<file path="src/rtl/frac_block_sender.sv">
// Transmit side of the QPEL fractional-search row interface: buffers one filter and one
// reference block, streams them row by row, then captures the returned motion vector.
// Optional build macro: FRAC_SENDER_CHECKSUM_EN adds a 14-bit pixel-sum output.
module frac_block_sender #(
    parameter int HEIGHT     = 8,
    parameter int RESULT_LAT = 2
) (
    input  logic                      clk,
    input  logic                      reset,
    input  logic                      wr_en,
    input  logic                      wr_sel,
    input  logic [$clog2(HEIGHT)-1:0] wr_row,
    input  logic [63:0]               wr_data,
    input  logic                      start,
    output logic                      busy,
    output logic [63:0]               filter_pix,
    output logic [63:0]               ref_pix,
    output logic                      input_ready,
    input  logic [2:0]                mvx_in,
    input  logic [2:0]                mvy_in,
    output logic [2:0]                mvx,
    output logic [2:0]                mvy,
`ifdef FRAC_SENDER_CHECKSUM_EN
    output logic [13:0]               checksum,
`endif
    output logic                      done
);
    localparam int ROW_W = $clog2(HEIGHT);

    typedef enum logic [1:0] {IDLE = 2'd0, SEND = 2'd1, WAIT = 2'd2, DONE = 2'd3} state_t;

    state_t             state_q, state_d;
    logic [ROW_W-1:0]   row_q, row_d, row_nxt_s;
    logic [3:0]         lat_q, lat_d;
    logic [63:0]        filt_mem [HEIGHT];
    logic [63:0]        ref_mem  [HEIGHT];
    logic [63:0]        filter_pix_q, filter_pix_d, ref_pix_q, ref_pix_d;
    logic               busy_q, busy_d, ir_q, ir_d, done_q, done_d;
    logic [2:0]         mvx_q, mvx_d, mvy_q, mvy_d;
    logic               last_row_s, lat_end_s, accept_s, wr_ok_s;

    assign last_row_s = (row_q == ROW_W'(HEIGHT - 1));
    assign lat_end_s  = (lat_q == 4'(RESULT_LAT - 1));
    assign row_nxt_s  = row_q + ROW_W'(1);
    assign accept_s   = (state_q == IDLE) && start;
    assign wr_ok_s    = (state_q == IDLE) && wr_en;

    // State register
    always_ff @(posedge clk) begin
        if (reset) begin
            state_q <= IDLE;
        end else begin
            state_q <= state_d;
        end
    end

    // Next-state logic
    always_comb begin
        state_d = state_q;
        case (state_q)
            IDLE:    if (start) state_d = SEND; else state_d = IDLE;
            SEND:    if (last_row_s) state_d = WAIT; else state_d = SEND;
            WAIT:    if (lat_end_s) state_d = DONE; else state_d = WAIT;
            DONE:    state_d = IDLE;
            default: state_d = IDLE;
        endcase
    end

    // Next values of the registered outputs and counters
    always_comb begin
        filter_pix_d = 64'h0;
        ref_pix_d    = 64'h0;
        ir_d         = 1'b0;
        busy_d       = 1'b0;
        done_d       = 1'b0;
        mvx_d        = mvx_q;
        mvy_d        = mvy_q;
        row_d        = '0;
        lat_d        = 4'd0;
        case (state_q)
            IDLE: begin
                if (start) begin
                    // A row-0 write in the start cycle must reach the bus on T
                    filter_pix_d = (wr_en && !wr_sel && wr_row == '0) ? wr_data : filt_mem[0];
                    ref_pix_d    = (wr_en &&  wr_sel && wr_row == '0) ? wr_data : ref_mem[0];
                    ir_d         = 1'b1;
                    busy_d       = 1'b1;
                end else begin
                    busy_d = 1'b0;
                end
            end
            SEND: begin
                busy_d = 1'b1;
                if (!last_row_s) begin
                    filter_pix_d = filt_mem[row_nxt_s];
                    ref_pix_d    = ref_mem[row_nxt_s];
                    row_d        = row_nxt_s;
                end else begin
                    row_d = '0;
                end
            end
            WAIT: begin
                if (lat_end_s) begin
                    done_d = 1'b1;
                    mvx_d  = mvx_in;
                    mvy_d  = mvy_in;
                end else begin
                    busy_d = 1'b1;
                    lat_d  = lat_q + 4'd1;
                end
            end
            DONE:    busy_d = 1'b0;
            default: busy_d = 1'b0;
        endcase
    end

    // Output and counter registers
    always_ff @(posedge clk) begin
        if (reset) begin
            filter_pix_q <= 64'h0;
            ref_pix_q    <= 64'h0;
            ir_q         <= 1'b0;
            busy_q       <= 1'b0;
            done_q       <= 1'b0;
            mvx_q        <= 3'd0;
            mvy_q        <= 3'd0;
            row_q        <= '0;
            lat_q        <= 4'd0;
        end else begin
            filter_pix_q <= filter_pix_d;
            ref_pix_q    <= ref_pix_d;
            ir_q         <= ir_d;
            busy_q       <= busy_d;
            done_q       <= done_d;
            mvx_q        <= mvx_d;
            mvy_q        <= mvy_d;
            row_q        <= row_d;
            lat_q        <= lat_d;
        end
    end

    // Row buffers: host writes only while idle, never reset
    always_ff @(posedge clk) begin
        if (wr_ok_s && !wr_sel) begin
            filt_mem[wr_row] <= wr_data;
        end else if (wr_ok_s && wr_sel) begin
            ref_mem[wr_row] <= wr_data;
        end else begin
            filt_mem[0] <= filt_mem[0];
        end
    end

`ifdef FRAC_SENDER_CHECKSUM_EN
    logic [13:0] checksum_q, checksum_d;

    function automatic logic [13:0] row_sum(input logic [63:0] row);
        logic [13:0] acc;
        acc = 14'd0;
        for (int i = 0; i < 8; i++) begin
            acc = acc + 14'(row[8*i +: 8]);
        end
        return acc;
    endfunction

    // Accumulate the rows currently on the bus during SEND
    always_comb begin
        checksum_d = checksum_q;
        if (accept_s) begin
            checksum_d = 14'd0;
        end else if (state_q == SEND) begin
            checksum_d = checksum_q + row_sum(filter_pix_q) + row_sum(ref_pix_q);
        end else begin
            checksum_d = checksum_q;
        end
    end

    // Checksum register
    always_ff @(posedge clk) begin
        if (reset) begin
            checksum_q <= 14'd0;
        end else begin
            checksum_q <= checksum_d;
        end
    end

    assign checksum = checksum_q;
`endif

    assign busy        = busy_q;
    assign filter_pix  = filter_pix_q;
    assign ref_pix     = ref_pix_q;
    assign input_ready = ir_q;
    assign done        = done_q;
    assign mvx         = mvx_q;
    assign mvy         = mvy_q;
endmodule
</file>
<file path="config.mk">
export PLATFORM = sky130hd
export DESIGN_NAME = frac_block_sender
export DESIGN_NICKNAME = d
export VERILOG_FILES = /design/src/rtl/frac_block_sender.sv
export SDC_FILE = /design/constraint.sdc
export NUM_CORES = 1
export LEC_CHECK = 0
export CAP_MARGIN = 20
export CORE_ASPECT_RATIO = 1.5
export CORE_MARGIN = 3
export CORE_UTILIZATION = 39
export CTS_CLUSTER_SIZE = 8
export DETAILED_ROUTE_END_ITERATION = 8
export GPL_TIMING_DRIVEN = 0
export PLACE_DENSITY = 0.69
export SLEW_MARGIN = 25
export SYNTH_ARGS = -nofsm -noshare
export SYNTH_HDL_FRONTEND = slang
export SYNTH_SLANG_ARGS = --single-unit
</file>
<file path="constraint.sdc">
create_clock -name clk -period 9.3 [get_ports clk]
set_input_delay 1.86 -clock clk [delete_from_list [all_inputs] [get_ports clk]]
set_output_delay 1.86 -clock clk [all_outputs]
set_load 0.05 [all_outputs]
</file>
==> impl_metrics.json <==
{
  "die_x_um": 285,
  "worst-path-buf-inv": 8,
  "ys_seq_elements": 1170,
  "ys_types": 37,
  "seqPwrFrac_pct": 48.0,
  "critical_path.slowest_cell": "nor3b_4",
  "synthMuxAreaShare_pct": 15.8,
  "vias": 26237,
  "cts.hold.buffers_added": 0,
  "dieHeight_um": 424,
  "hold_class": "flop to flop",
  "area_growth_pct": 22.9,
  "power_frac_clock_pct": 44.0,
  "rows": 152,
  "grt_use_met3_pct": 4.42,
  "synth.area.top_cells": "edfxtp_1, mux2i_1, dfxtp_1",
  "synth-simple-area-share_pct": 1.72,
  "swShare_pct": 23.0,
  "start_util_pct": 39.5,
  "multi_input_area_mm2": 0.0109,
  "yosysTopAreaCell": "edfxtp_1",
  "grt_pass1_vias": 26615,
  "numClockSinks": 1170,
  "tightest_slew_ns": 0.981,
  "slew_viol_final": 0,
  "synth.net_count": 2715,
  "synth_compound_area_share_pct": 6.05,
  "use_met1_pct": 25.0,
  "hp-start": "lat_q[0]",
  "cp.arrival_ns": 6.23,
  "wl_mm": 124,
  "p_sw_mw": 2.86,
  "drc": 0,
  "dr.pass1.iters": 5,
  "grt_pass1_wl_mm": 177,
  "crit_chain": "clkdlybuf4s50_1, nor3b_4, buf_4, buf_4, nand3b_1, nor3_2, buf_4, buf_4, buf_6, buf_4, buf_4",
  "clk-insertion-delay-late_ns": 0.76,
  "cts_max_level": 4,
  "period_needed_ns": 5.77,
  "power_mw": 12.5,
  "syn_area_mm2": 0.0455,
  "cellLeakagePower_nw": 18.6,
  "hold_ws_ns": 0.473,
  "antenna_found_initial": 23,
  "crit_top_cell": "buf_4",
  "synth_seq_area_share_pct": 74.0,
  "nFillCells": 9348,
  "die-area_mm2": 0.121,
  "ir_drop_uv": 122,
  "nets": 3186,
  "synth_xor_xnor_area_share_pct": 0.0385,
  "core_mm2": 0.115,
  "max_clock_freq_ghz": 0.173,
  "grt_busiest_layer": "met2",
  "regArea_mm2": 0.0337,
  "cts-resized-gates": 0,
  "final_common_cell": "edfxtp_1",
  "gp_congestion": 0.773,
  "drive_above_1_share_pct": 14.4,
  "synth_top_area_share_pct": 67.6,
  "critPathMaxFanout": 10,
  "fin_skew_ns": 0.0187,
  "p_comb_share_pct": 8.0,
  "numPortBuffers": 213,
  "crit_path_start_kind": "primary input",
  "grt_usage_pct": 20.1,
  "run_status": "finished clean",
  "ios": 215,
  "routedWlPerCell_um": 26.0,
  "crit_type": "primary input to flop",
  "drt_iter0_markers": 2409,
  "cp_top_family": "buffers and inverters",
  "crit_path_end_kind": "flop",
  "numCtsBuffers": 164,
  "rsz0062_at_grt": "false",
  "finalHoldViolCount": 0,
  "fin_ws_ns": 3.53,
  "cap_violations": 0,
  "slew_headroom_pct": 34.6,
  "p_int_mw": 9.60,
  "cts_buffer_depth": 3,
  "clk_pin_slew_worst_paths_ns": 0.05,
  "cts_root_buf": "clkbuf_16",
  "max_stage_delay_ns": 0.80,
  "viasPerCell": 5.50,
  "synth_fa_ha_area_share_pct": 0.110,
  "synth_top_family_by_area": "multiplexers",
  "finalSetupViolCount": 0,
  "cts_tree": "built",
  "hpwl_mm": 81.3,
  "crit_path_start": "wr_en",
  "r2r-start": "state_q[0]",
  "layout_common_cells": "edfxtp_1, mux2i_1, a22oi_1, clkdlybuf4s50_1, clkbuf_16",
  "netlist_instances": 2633,
  "met2_usage_pct": 33.2,
  "overflow": 0,
  "cp_data_required_time_ns": 9.76,
  "powerDensity_mw_per_mm2": 223,
  "grt_max_degree": 21,
  "syn_avg_cell_area_um2": 17.3,
  "timing.final.crit_share_pct": 62.1,
  "post_cts_buffers": 0,
  "dp_slack_ns": 2.88,
  "detail-route-antenna-nets": 0,
  "synth_warnings": 0
}
[logic make-up after synthesis]
| group | count (synthesis) |
|---|---|
| flops | 1170 |
| fa+ha+maj | 4 |
| mux | 711 |
| compound gates | 388 |
| xor+xnor | 2 |
| buf+inv | 173 |
| simple gates | 185 |
[power by group through the flow]
stage,Sequential (mW),Combinational (mW),Clock (mW)
after floorplan,6.23,0.428,0
after global placement,6.09,0.953,0
after detailed placement,6.07,0.996,0
after CTS,5.98,1.00,5.57
after global routing,5.98,1.05,5.79
final,5.98,1.00,5.49
[per-layer routing]
| layer | wire length [um] | vias to the layer above |
|---|---|---|
| li1 | - | 11424 |
| met1 | 48500 | 13280 |
| met2 | 60100 | 1213 |
| met3 | 9610 | 308 |
| met4 | 5550 | 12 |
| met5 | 77 | - |
[layout make-up]
| type | instances | share of cell area [%] |
|---|---|---|
| antenna | 11 | 0.0493 |
| buffer | 168 | 1.78 |
| clock buffer | 269 | 8.24 |
| clock inverter | 11 | 0.219 |
| inverter | 5 | 0.0336 |
| multi-input combinational | 1290 | 19.5 |
| sequential | 1170 | 60.2 |
| tap | 1540 | 3.45 |
| timing repair buffer | 305 | 6.46 |
[registers in the layout (all words and copies together) (netlist names), 3 cells and up, named ones only]
name	count
mvy	3
lat_q	4
mvx	3
filter_pix	64
row_q	3
ref_mem	512
ref_pix	64
filt_mem	512
[metrics by stage]
| step | cell area (um2) | utilization, % | instances | setup TNS, ns |
|---|---|---|---|---|
| 2_1_floorplan | 45500 | - | 2633 | 0 |
| 3_3_place_gp | 49500 | 43.1 | 4386 | -2322.91 |
| 3_5_place_dp | 51100 | 44.4 | 4478 | 0 |
| 4_1_cts | 55900 | 48.6 | 4758 | 0 |
| 5_1_grt | 55900 | 48.6 | 4761 | 0 |
| 6_report | 55900 | 48.6 | 4769 | 0 |
[synth_stat cells (all sizes together)]
master and number:
nor3b 2, nor3 6, nor2 29, nand2b 4, clkbuf 54, buf 114
o41ai 1, dfxtp 146, inv 5, a22oi 256, or4b 1, mux2i 647
nor2b 2, o21a 2, or3 2, nand3 3, xnor2 1, ha 4
nand3b 3, a21oi 1, xor2 1, and2 1, or2 1, nand2 130
o22ai 128, edfxtp 1024, and3b 1, mux2 64
[worst reg2reg max path, cell delays in order, from the launching register on]
cell,delay [ns]
dfxtp_1,0.29
buf_4,0.16
nor3b_4,0.72
buf_4,0.38
buf_4,0.27
nand3b_1,0.38
nor3_2,0.80
buf_4,0.33
buf_4,0.21
buf_6,0.16
buf_4,0.20
buf_4,0.19
[final timing paths]
| kind | endpoint | slack [ns] | cells past startpoint |
|---|---|---|---|
| min | lat_q[0] | 0.47 | 1 |
| min reg2reg | lat_q[0] | 0.47 | 1 |
| max reg2reg | ref_mem[0][17] | 4.93 | 11 |
| max | ref_mem[0][17] | 3.53 | 11 |
No activity file was read; power rests on OpenSTA's default activity.
